**src/rtl/noc_local_agent.sv**
```systemverilog
// -----------------------------------------------------------------------------
// noc_params: shared NoC types used by the mesh routers and their local agents.
//
// noc_local_agent: traffic agent attached to one router's local port.
//   Injector: turns {dest, length, seed} commands into HEAD/BODY/TAIL (or a
//   single HEADTAIL) flit sequence on one router input VC. It waits for an
//   allocatable VC, then sends one flit per cycle while that VC's on/off
//   credit is high.
//   Checker: sinks ejected flits, counts flits and packets, and raises a
//   sticky per-VC error on framing violations or misrouted HEADs.
//
// Ports:
//   clk, rst            clock, asynchronous active-high reset
//   cmd_*               packet command (valid/ready handshake)
//   data_o, is_valid_o  flit to router local input
//   is_on_off_i         per-VC space available at router input
//   is_allocatable_i    per-VC free for a new packet at router input
//   ej_data_i/valid_i   flit ejected by the router
//   sink_stall_i        force back-pressure toward the router
//   ej_on_off_o         per-VC on/off back to the router
//   ej_allocatable_o    per-VC allocatable back to the router
//   tx_pkt_cnt_o        packets fully injected
//   rx_flit_cnt_o       flits ejected
//   rx_pkt_cnt_o        packets completed (TAIL or HEADTAIL)
//   err_o               sticky per-VC protocol/routing error
// -----------------------------------------------------------------------------
package noc_params;
    localparam int DEST_ADDR_SIZE_X  = 2;
    localparam int DEST_ADDR_SIZE_Y  = 2;
    localparam int VC_NUM            = 4;
    localparam int VC_SIZE           = $clog2(VC_NUM);
    localparam int FLIT_DATA_SIZE    = 16;
    localparam int HEAD_PAYLOAD_SIZE = FLIT_DATA_SIZE - DEST_ADDR_SIZE_X - DEST_ADDR_SIZE_Y;

    typedef enum logic [1:0] {
        HEAD     = 2'd0,
        BODY     = 2'd1,
        TAIL     = 2'd2,
        HEADTAIL = 2'd3
    } flit_label_t;

    typedef struct packed {
        logic [DEST_ADDR_SIZE_X-1:0]  x_dest;
        logic [DEST_ADDR_SIZE_Y-1:0]  y_dest;
        logic [HEAD_PAYLOAD_SIZE-1:0] head_pl;
    } head_data_t;

    typedef union packed {
        head_data_t                head_data;
        logic [FLIT_DATA_SIZE-1:0] bt_pl;
    } flit_data_t;

    typedef struct packed {
        flit_label_t        flit_label;
        logic [VC_SIZE-1:0] vc_id;
        flit_data_t         data;
    } flit_t;
endpackage

module noc_local_agent
    import noc_params::*;
#(
    parameter int X_CURRENT   = 0,
    parameter int Y_CURRENT   = 0,
    parameter int PKT_LEN_MAX = 8,
    parameter int CNT_WIDTH   = 16
) (
    input  logic                               clk,
    input  logic                               rst,
    input  logic                               cmd_valid_i,
    output logic                               cmd_ready_o,
    input  logic [DEST_ADDR_SIZE_X-1:0]        cmd_x_dest_i,
    input  logic [DEST_ADDR_SIZE_Y-1:0]        cmd_y_dest_i,
    input  logic [$clog2(PKT_LEN_MAX+1)-1:0]   cmd_len_i,
    input  logic [FLIT_DATA_SIZE-1:0]          cmd_seed_i,
    output flit_t                              data_o,
    output logic                               is_valid_o,
    input  logic [VC_NUM-1:0]                  is_on_off_i,
    input  logic [VC_NUM-1:0]                  is_allocatable_i,
    input  flit_t                              ej_data_i,
    input  logic                               ej_valid_i,
    input  logic                               sink_stall_i,
    output logic [VC_NUM-1:0]                  ej_on_off_o,
    output logic [VC_NUM-1:0]                  ej_allocatable_o,
    output logic [CNT_WIDTH-1:0]               tx_pkt_cnt_o,
    output logic [CNT_WIDTH-1:0]               rx_flit_cnt_o,
    output logic [CNT_WIDTH-1:0]               rx_pkt_cnt_o,
    output logic [VC_NUM-1:0]                  err_o
);

    localparam int LEN_W = $clog2(PKT_LEN_MAX + 1);

    localparam logic [1:0] ST_IDLE  = 2'd0;
    localparam logic [1:0] ST_ALLOC = 2'd1;
    localparam logic [1:0] ST_SEND  = 2'd2;

    // ------------------------------------------------------------------ injector
    logic [1:0]                  state_q;
    logic [DEST_ADDR_SIZE_X-1:0] x_dest_q;
    logic [DEST_ADDR_SIZE_Y-1:0] y_dest_q;
    logic [FLIT_DATA_SIZE-1:0]   seed_q;
    logic [LEN_W-1:0]            len_q;
    logic [LEN_W-1:0]            k_q;
    logic [VC_SIZE-1:0]          vc_q;

    logic [LEN_W-1:0]            len_eff;
    logic [VC_SIZE-1:0]          alloc_vc;
    logic                        last_flit;
    flit_t                       flit_next;

    assign cmd_ready_o = (state_q == ST_IDLE);
    assign last_flit   = (k_q == len_q - LEN_W'(1));

    // Zero-length commands still produce a packet (one HEADTAIL); oversize
    // commands are clamped rather than rejected.
    always_comb begin
        if (cmd_len_i == '0)
            len_eff = LEN_W'(1);
        else if (cmd_len_i > LEN_W'(PKT_LEN_MAX))
            len_eff = LEN_W'(PKT_LEN_MAX);
        else
            len_eff = cmd_len_i;
    end

    // Lowest allocatable VC wins: scan downward so the last hit is the lowest.
    always_comb begin
        // NOTE: every output of an always_comb gets a default first, otherwise
        // paths that skip the assignment infer a latch.
        alloc_vc = '0;
        for (int i = VC_NUM - 1; i >= 0; i--) begin
            if (is_allocatable_i[i])
                alloc_vc = VC_SIZE'(i);
        end
    end

    always_comb begin
        flit_next       = '0;
        flit_next.vc_id = vc_q;
        if (k_q == '0) begin
            flit_next.flit_label             = (len_q == LEN_W'(1)) ? HEADTAIL : HEAD;
            flit_next.data.head_data.x_dest  = x_dest_q;
            flit_next.data.head_data.y_dest  = y_dest_q;
            flit_next.data.head_data.head_pl = seed_q[HEAD_PAYLOAD_SIZE-1:0];
        end else begin
            flit_next.flit_label = last_flit ? TAIL : BODY;
            flit_next.data.bt_pl = seed_q + FLIT_DATA_SIZE'(k_q);
        end
    end

    // NOTE: state registers use non-blocking assignments so every flop samples
    // the pre-edge values regardless of statement order.
    always_ff @(posedge clk or posedge rst) begin
        if (rst) begin
            state_q      <= ST_IDLE;
            x_dest_q     <= '0;
            y_dest_q     <= '0;
            seed_q       <= '0;
            len_q        <= LEN_W'(1);
            k_q          <= '0;
            vc_q         <= '0;
            data_o       <= '0;
            is_valid_o   <= 1'b0;
            tx_pkt_cnt_o <= '0;
        end else begin
            // A flit is valid only in the cycle it is registered; bubbles and
            // non-SEND states present is_valid_o low while data_o holds.
            is_valid_o <= 1'b0;
            case (state_q)
                ST_IDLE: begin
                    if (cmd_valid_i) begin
                        x_dest_q <= cmd_x_dest_i;
                        y_dest_q <= cmd_y_dest_i;
                        seed_q   <= cmd_seed_i;
                        len_q    <= len_eff;
                        state_q  <= ST_ALLOC;
                    end
                end
                ST_ALLOC: begin
                    if (|is_allocatable_i) begin
                        vc_q    <= alloc_vc;
                        k_q     <= '0;
                        state_q <= ST_SEND;
                    end
                end
                ST_SEND: begin
                    if (is_on_off_i[vc_q]) begin
                        data_o     <= flit_next;
                        is_valid_o <= 1'b1;
                        k_q        <= k_q + LEN_W'(1);
                        if (last_flit) begin
                            state_q      <= ST_IDLE;
                            tx_pkt_cnt_o <= tx_pkt_cnt_o + CNT_WIDTH'(1);
                        end
                    end
                end
                default: state_q <= ST_IDLE;
            endcase
        end
    end

    // ------------------------------------------------------------------ checker
    logic [VC_NUM-1:0]  open_q;
    logic [VC_SIZE-1:0] ej_vc;
    logic               ej_dest_ok;
    logic               unused_ej_pl;

    assign ej_vc      = ej_data_i.vc_id;
    assign ej_dest_ok = (ej_data_i.data.head_data.x_dest == DEST_ADDR_SIZE_X'(X_CURRENT)) &&
                        (ej_data_i.data.head_data.y_dest == DEST_ADDR_SIZE_Y'(Y_CURRENT));
    // The checker validates framing and routing only; head payload is ignored.
    assign unused_ej_pl = ^ej_data_i.data.head_data.head_pl;

    assign ej_on_off_o      = {VC_NUM{~sink_stall_i}};
    assign ej_allocatable_o = ~open_q;

    // The sink accepts every valid flit even while stalling; the stall only
    // shapes the back-pressure seen by the router.
    always_ff @(posedge clk or posedge rst) begin
        if (rst) begin
            open_q        <= '0;
            err_o         <= '0;
            rx_flit_cnt_o <= '0;
            rx_pkt_cnt_o  <= '0;
        end else if (ej_valid_i) begin
            rx_flit_cnt_o <= rx_flit_cnt_o + CNT_WIDTH'(1);
            case (ej_data_i.flit_label)
                HEAD: begin
                    if (open_q[ej_vc] || !ej_dest_ok)
                        err_o[ej_vc] <= 1'b1;
                    open_q[ej_vc] <= 1'b1;
                end
                HEADTAIL: begin
                    if (open_q[ej_vc] || !ej_dest_ok)
                        err_o[ej_vc] <= 1'b1;
                    rx_pkt_cnt_o <= rx_pkt_cnt_o + CNT_WIDTH'(1);
                end
                TAIL: begin
                    if (!open_q[ej_vc])
                        err_o[ej_vc] <= 1'b1;
                    open_q[ej_vc] <= 1'b0;
                    rx_pkt_cnt_o  <= rx_pkt_cnt_o + CNT_WIDTH'(1);
                end
                BODY: begin
                    if (!open_q[ej_vc])
                        err_o[ej_vc] <= 1'b1;
                end
                default: ;
            endcase
        end
    end

endmodule

```
**config.mk**
```make
export PLATFORM = sky130hd
export DESIGN_NAME = noc_local_agent
export DESIGN_NICKNAME = d
export VERILOG_FILES = /design/src/rtl/noc_local_agent.sv
export SDC_FILE = /design/constraint.sdc
export NUM_CORES = 1
export LEC_CHECK = 0
export ABC_AREA = 0
export CAP_MARGIN = 20
export CORE_AREA = 2 2 118 120
export DETAILED_ROUTE_END_ITERATION = 10
export DIE_AREA = 0 0 120 122
export PLACE_DENSITY = 0.74
export SLEW_MARGIN = 20
export SYNTH_ARGS = -nofsm -noshare
export SYNTH_HDL_FRONTEND = slang
export SYNTH_SLANG_ARGS = --single-unit
export TNS_END_PERCENT = 50
```
**constraint.sdc**
```tcl
create_clock -name clk -period 3.8 [get_ports clk]
set_input_delay 0.57 -clock clk [delete_from_list [all_inputs] [get_ports clk]]
set_output_delay 0.57 -clock clk [all_outputs]
set_load 0.05 [all_outputs]
```
; Yosys cells after proc, flatten, opt, wreduce, memory -nomap -nowiden
; Index checks and enable logic that the tools add are counted.
[classes]
n_addsub = 6
order_cmp = 4
n_eq_ne = 13
n_mux = 30
n_bitwise = 6
reduce_logical = 25
[op_table]
columns = op, count
row1 = $add A16 B1 Y16 const B, 3
row2 = $mux W4, 6
row3 = $pmux W4 S2, 3
row4 = $mux W2, 11
row5 = $add A16 B4 Y16, 1
row6 = $mux W16, 1
row7 = $ne A2 B2 Y1 const B, 5
row8 = $reduce_and A2 Y1, 5
row9 = $reduce_and A3 Y1, 3
row10 = $logic_not A2 Y1, 4
row11 = $logic_not A4 Y1, 2
row12 = $not A4 Y4, 2
row13 = $or A4 B4 Y4, 2
row14 = $eq A2 B2 Y1 const B, 3
row15 = $lt A2 B3 Y1 const B, 2
row16 = $pmux W2 S3, 1
row17 = $reduce_or A2 Y1, 3
row18 = $mux W1, 5
row19 = $add A4 B1 Y4 const B, 1
row20 = $and A4 B4 Y4, 1
row21 = $bmux W1 S2, 2
row22 = $eq A2 B1 Y1 const B, 2
row23 = $eq A4 B1 Y1 const B, 1
row24 = $eq A4 B4 Y1, 1
row25 = other kinds (12), 14
[word_totals]
reg_bits = 109
input_bits = 57
out_inout_bits = 82
elab_cells = 100

; Logic depth before layout (Yosys ltp)
[logic_depth]
ltp_word = 7
mapped_depth = 8
mapped_depth_nobuf = 7

; Worst setup path before layout
; Ideal clock, no wire load.
[synth_timing]
path_kind = flip-flop to flip-flop
startpoint = reg state_q[1]
endpoint = reg len_q[3]
setup_time_ns = 0.125
t_arrival_ns = 2.212
required_ns = 3.675
setup_slack_ns = 1.463
path_stages_with_launch = 7
n_path_buf = 3
period_less_slack_ns = 2.337
path_cell_list = dfrtp_1 -> buf_2 -> nor2_1 -> and2_1 -> buf_2 -> clkbuf_1 -> mux2_2
[synth_via]
elab_chain_cells = 2
[synth_rtl]
columns = element, line_no
row1 = "start, declared", 98  ; logic [1:0] state_q;
row2 = "start signal, assigned", 154  ; state_q <= ST_IDLE;
row3 = "start signal, assigned", 175  ; state_q <= ST_ALLOC;
row4 = "start signal, assigned", 182  ; state_q <= ST_SEND;
row5 = $logic_not A2 Y1, n/a
row6 = net cmd_ready_o, 71  ; output logic cmd_ready_o,
row7 = $reduce_and A2 Y1 (no source line), n/a
row8 = "end signal, assigned", 174  ; len_q <= len_eff;
row9 = "end, declared", 102  ; logic [LEN_W-1:0] len_q;
; The timed path passes the listed nets, and every way through them passes these cells.
; A chain may end at the register's enable or synchronous reset.

; Worst setup path in the final report
[layout_timing]
startpoint = reg k_q[0]
endpoint = reg data_o[12] (netlist bit)
[layout_via]
elab_chain_cells = 2
elab_cells_between_ends = 3
classes_between = 1 x add/sub / 1 x mux / 1 x reduce/logical
[layout_rtl]
columns = element, line_no
row1 = "start, declared", 103  ; logic [LEN_W-1:0] k_q;
row2 = "start signal, assigned", 189  ; k_q <= k_q + LEN_W'(1);
row3 = $add A16 B4 Y16 / $logic_not A4 Y1 (equally long branches), "146, 139"
row4 = $mux W16 *, 139  ; if (k_q == '0) begin
row5 = "end signal, assigned", 187  ; data_o <= flit_next;
row6 = "end, declared", 76  ; output flit_t data_o,
; Every way passes the cells marked *; elsewhere a longest branch is shown, timed or not.

==> reports/metrics.csv <==
stage;metric;value;unit
floorplan;Core ar.;0.01350;sq mm
floorplan;I/O pins;139;
setup_path;crit path kind;reg2reg;
timing;setup violators final;0;
timing;Tmin final;2.524;ns
pwr;Pwr Total;5.443;mW
final_layout;area grow syn2layout;34.73;%
logic_synthesis;yosys warns;0;
final_layout;register area;0.002729;sq mm
routing;Vias/cell;4.996;
grt;GRT Total Usage;16.02;%
cts;post_cts resized;0;
logic_synthesis;Yosys top cell by area;dfrtp_1;
cts;TritonCTS clock tree;built;
setup_path;Worst Setup End Kind;flip-flop;
final_layout;NumNets Final;672;
logic_synthesis;area share of the largest cell type after synthesis;51.74;%
grt;global route overflow;0;
cts;hold buffers post-CTS;0;
grt;largest net degree at the start of global routing;61;
grt;vias in the first global route;3887;
cts;clk_lat worst skew;0.34;ns
cts;Clk pin slew, worst setup/hold paths;0.07;ns
cts;clk buf depth;2;
logic_synthesis;number of synthesized register bits;109;
placed_design;routability cong.;0.7523;
timing;clk_skew;0.005443;ns
cts;CTS sink count;109;
routing;DR pass1 iterations;4;
logic_synthesis;Seq/Total Area, Yosys;52.24;%
logic_synthesis;Mean Syn Cell Area;10.97;sq um
routing;final wirelength;11.28;mm
floorplan;chip width;120;um
timing;worst rel slew slack;54.65;%
status;status;completed;
logic_synthesis;Netlist Area Pre-Place;0.005224;sq mm
setup_path;Setup crit start;k_q[0];
setup_path;FF-to-FF Start;k_q[0];
logic_synthesis;Async S/R FF share, synth;100.0;%
pwr;Logic pwr share;44.7;%
min_path;worst hold-check path type;reg2reg;
routing;DR DRC count;0;
pwr;worst vdd ir;0.6647;mV
cts;H-tree depth;3;
grt;first-pass GRT wire length;18.60;mm
floorplan;Rows;43;
final_layout;share of layout cells above drive strength 1;9.256;%
logic_synthesis;synthesized instance count;476;
timing;max-slew violation count;0;
logic_synthesis;largest cells by area after synthesis;dfrtp_1 (52%), xnor2_1 (6.5%), mux2_2 (5.8%);
floorplan;die area;0.01464;sq mm
logic_synthesis;Post-synth top flop;dfrtp_1;
final_layout;area occupied by multi-input gates;0.002346;sq mm
pwr;NetSw;2.238;mW
pwr;clock share of power;20.7;%
floorplan;die height;122;um
setup_path;Startpoint Class;flip-flop;
routing;antenna viol nets, final;0;
final_layout;commonest cells after routing, fill and taps aside;clkdlybuf4s50_1 (126), dfrtp_1 (108), nor2_1 (39), xnor2_1 (39), nand2_1 (34);
setup_path;cell count of the worst reg-to-reg path;7;
placed_design;Port Buffers;126;
final_layout;n_diodes;0;
timing;RSZ-0062 raised after global routing;no;
min_path;hold wc startpoint;rx_pkt_cnt_o[15];
pwr;sequential share of power;34.7;%
min_path;Hold Path End;rx_pkt_cnt_o[15];
timing;crit share post-route;66.43;%
placed_design;DPL Wire Length;8.170;mm
setup_path;critical path fanouts, max;8;
logic_synthesis;Mapped Nets;548;
flow_run;max_cap viols;0;
placed_design;DP Cell Count;769;
grt;initial antenna violation count;0;
final_layout;count of non-filler cells in the finished layout;785;
setup_path;Critical R2R Capture;data_o[12];
timing;Hold Vio Cnt, Final;0;
timing;Setup TNS Final;0;ns
setup_path;Arrival @ worst endpoint;2.73;ns
timing;Max Freq;0.3962;GHz
routing;initial drt markers;149;
pwr;Pleak;2.995;nW
setup_path;register-to-register setup slack;1.28;ns
logic_synthesis;synth unique cells;51;
pwr;switching share of total power;41.12;%
routing;detailed-route via count;3922;
cts;CTS Buf Count;9;
placed_design;dpl ws;1.105;ns
routing;drt wl/cell;14.37;um
floorplan;initial core utilization;38.68;%
setup_path;Worst Path Required;4.01;ns
min_path;hold path cells;1;
pwr;pwr/cell area;773.4;mW/mm^2
final_layout;number of fill cells;1151;
pwr;P_int;3.205;mW
timing;Final Worst Setup Slack;1.276;ns
timing;worst slew pin tran;0.6772;ns
cts;Root Buffer;clkbuf_16;
logic_synthesis;Post-synth EDFFs;0;
final_layout;commonest non-fill, non-tap cell in the layout;clkdlybuf4s50_1;
cts;Post-CTS Setup Bufs;0;
-- worst max path at each step --
stage / endpoint / slack, ns / depth (start not counted)
detailed placement: rx_pkt_cnt_o[13] / 1.10 / 6
finish: data_o[12] / 1.28 / 7
global placement: rx_pkt_cnt_o[13] / 1.13 / 6
global route: data_o[12] / 1.13 / 7
floorplan: asynchronous set/reset pin / 0.36 / 1
CTS: data_o[12] / 1.29 / 7
-- worst max-delay path: stages, from the launching register on --
cell,delay (ns)
dfrtp_1,0.49
ha_1,0.28
fa_1,0.41
a21o_1,0.20
a21oi_1,0.55
nor3b_1,0.15
xnor2_1,0.19
a31oi_1,0.11
-- cell usage after synthesis, types with 2 or more instances --
cell type    n
o31ai_1      2
nor2_1      39
a21o_1       2
or4_1        2
nor4_1       3
nor3_1      15
o22ai_1      3
a31o_2       3
a21oi_1     16
a41oi_1      2
inv_1       20
nand4_1     13
and2_1       2
nor4b_1      2
nand2b_1     3
o22a_1       2
buf_4        3
xor2_1      23
and4_1       4
nand3_1     19
o21ai_0      9
mux2_2      27
o21a_1       3
dfrtp_1    108
nor3b_1      5
xnor2_1     39
clkbuf_1     4
a22o_1       2
nor2b_1      5
nand3b_1     2
a31oi_1     13
ha_1        14
and3_1       9
nand2_1     34
buf_2        6
buf_1        3
-- state kept, by name (all words and copies together) (netlist names), named ones only --
register       count
data_o            20
y_dest_q           2
err_o              4
seed_q            16
rx_pkt_cnt_o      16
state_q            2
rx_flit_cnt_o     16
k_q                4
tx_pkt_cnt_o      16
vc_q               2
len_q              4
is_valid_o         1
x_dest_q           2
-- cell type report --
class	instances	share of cell area [%]
inverter	20	1.102
clock inverter	6	1.920
clock buffer	10	3.253
sequential	109	38.77
tap	180	3.200
timing repair buffer	129	18.42
multi-input combinational	331	33.33
-- routing by layer --
metal	track usage, %	up-vias	wire, um
li1	-	1915	-
met1	20.31	1904	5022
met2	26.60	91	5553
met3	3.886	12	550
met4	6.103	0	153
met5	0	-	0
-- cells by family (layout without fill, tap and decap cells) --
group / after synthesis / after routing / synth area share [%]
AND/OR/NAND/NOR: 162 / 162 / 16.10
AO/OA/AOI/OAI: 62 / 62 / 7.689
XOR/XNOR: 63 / 63 / 10.85
buffers and inverters: 36 / 165 / 2.946
multiplexers: 29 / 29 / 6.443
adder cells (fa/ha/maj): 15 / 15 / 3.737
flip-flops: 109 / 109 / 52.24
-- through the flow --
step,cell area (sq um),hold slack [ns],util (%)
floorplan,5224,0.4727,-
global placement,6669,0.4561,49.38
detailed placement,6674,0.4624,49.42
CTS,7038,0.4809,52.12
global route,7038,0.5049,52.12
finish,7038,0.4738,52.12
-- power groups by stage --
stage          clock, mW  combinational (mW)  sequential (mW)
2_1_floorplan          0                1.16             2.44
3_3_place_gp           0                2.38             1.89
3_5_place_dp           0                2.44             1.90
4_1_cts             1.16                2.45             1.89
5_1_grt             1.20                2.62             1.94
6_report            1.13                2.43             1.89
No activity file was read; power rests on OpenSTA's default activity.
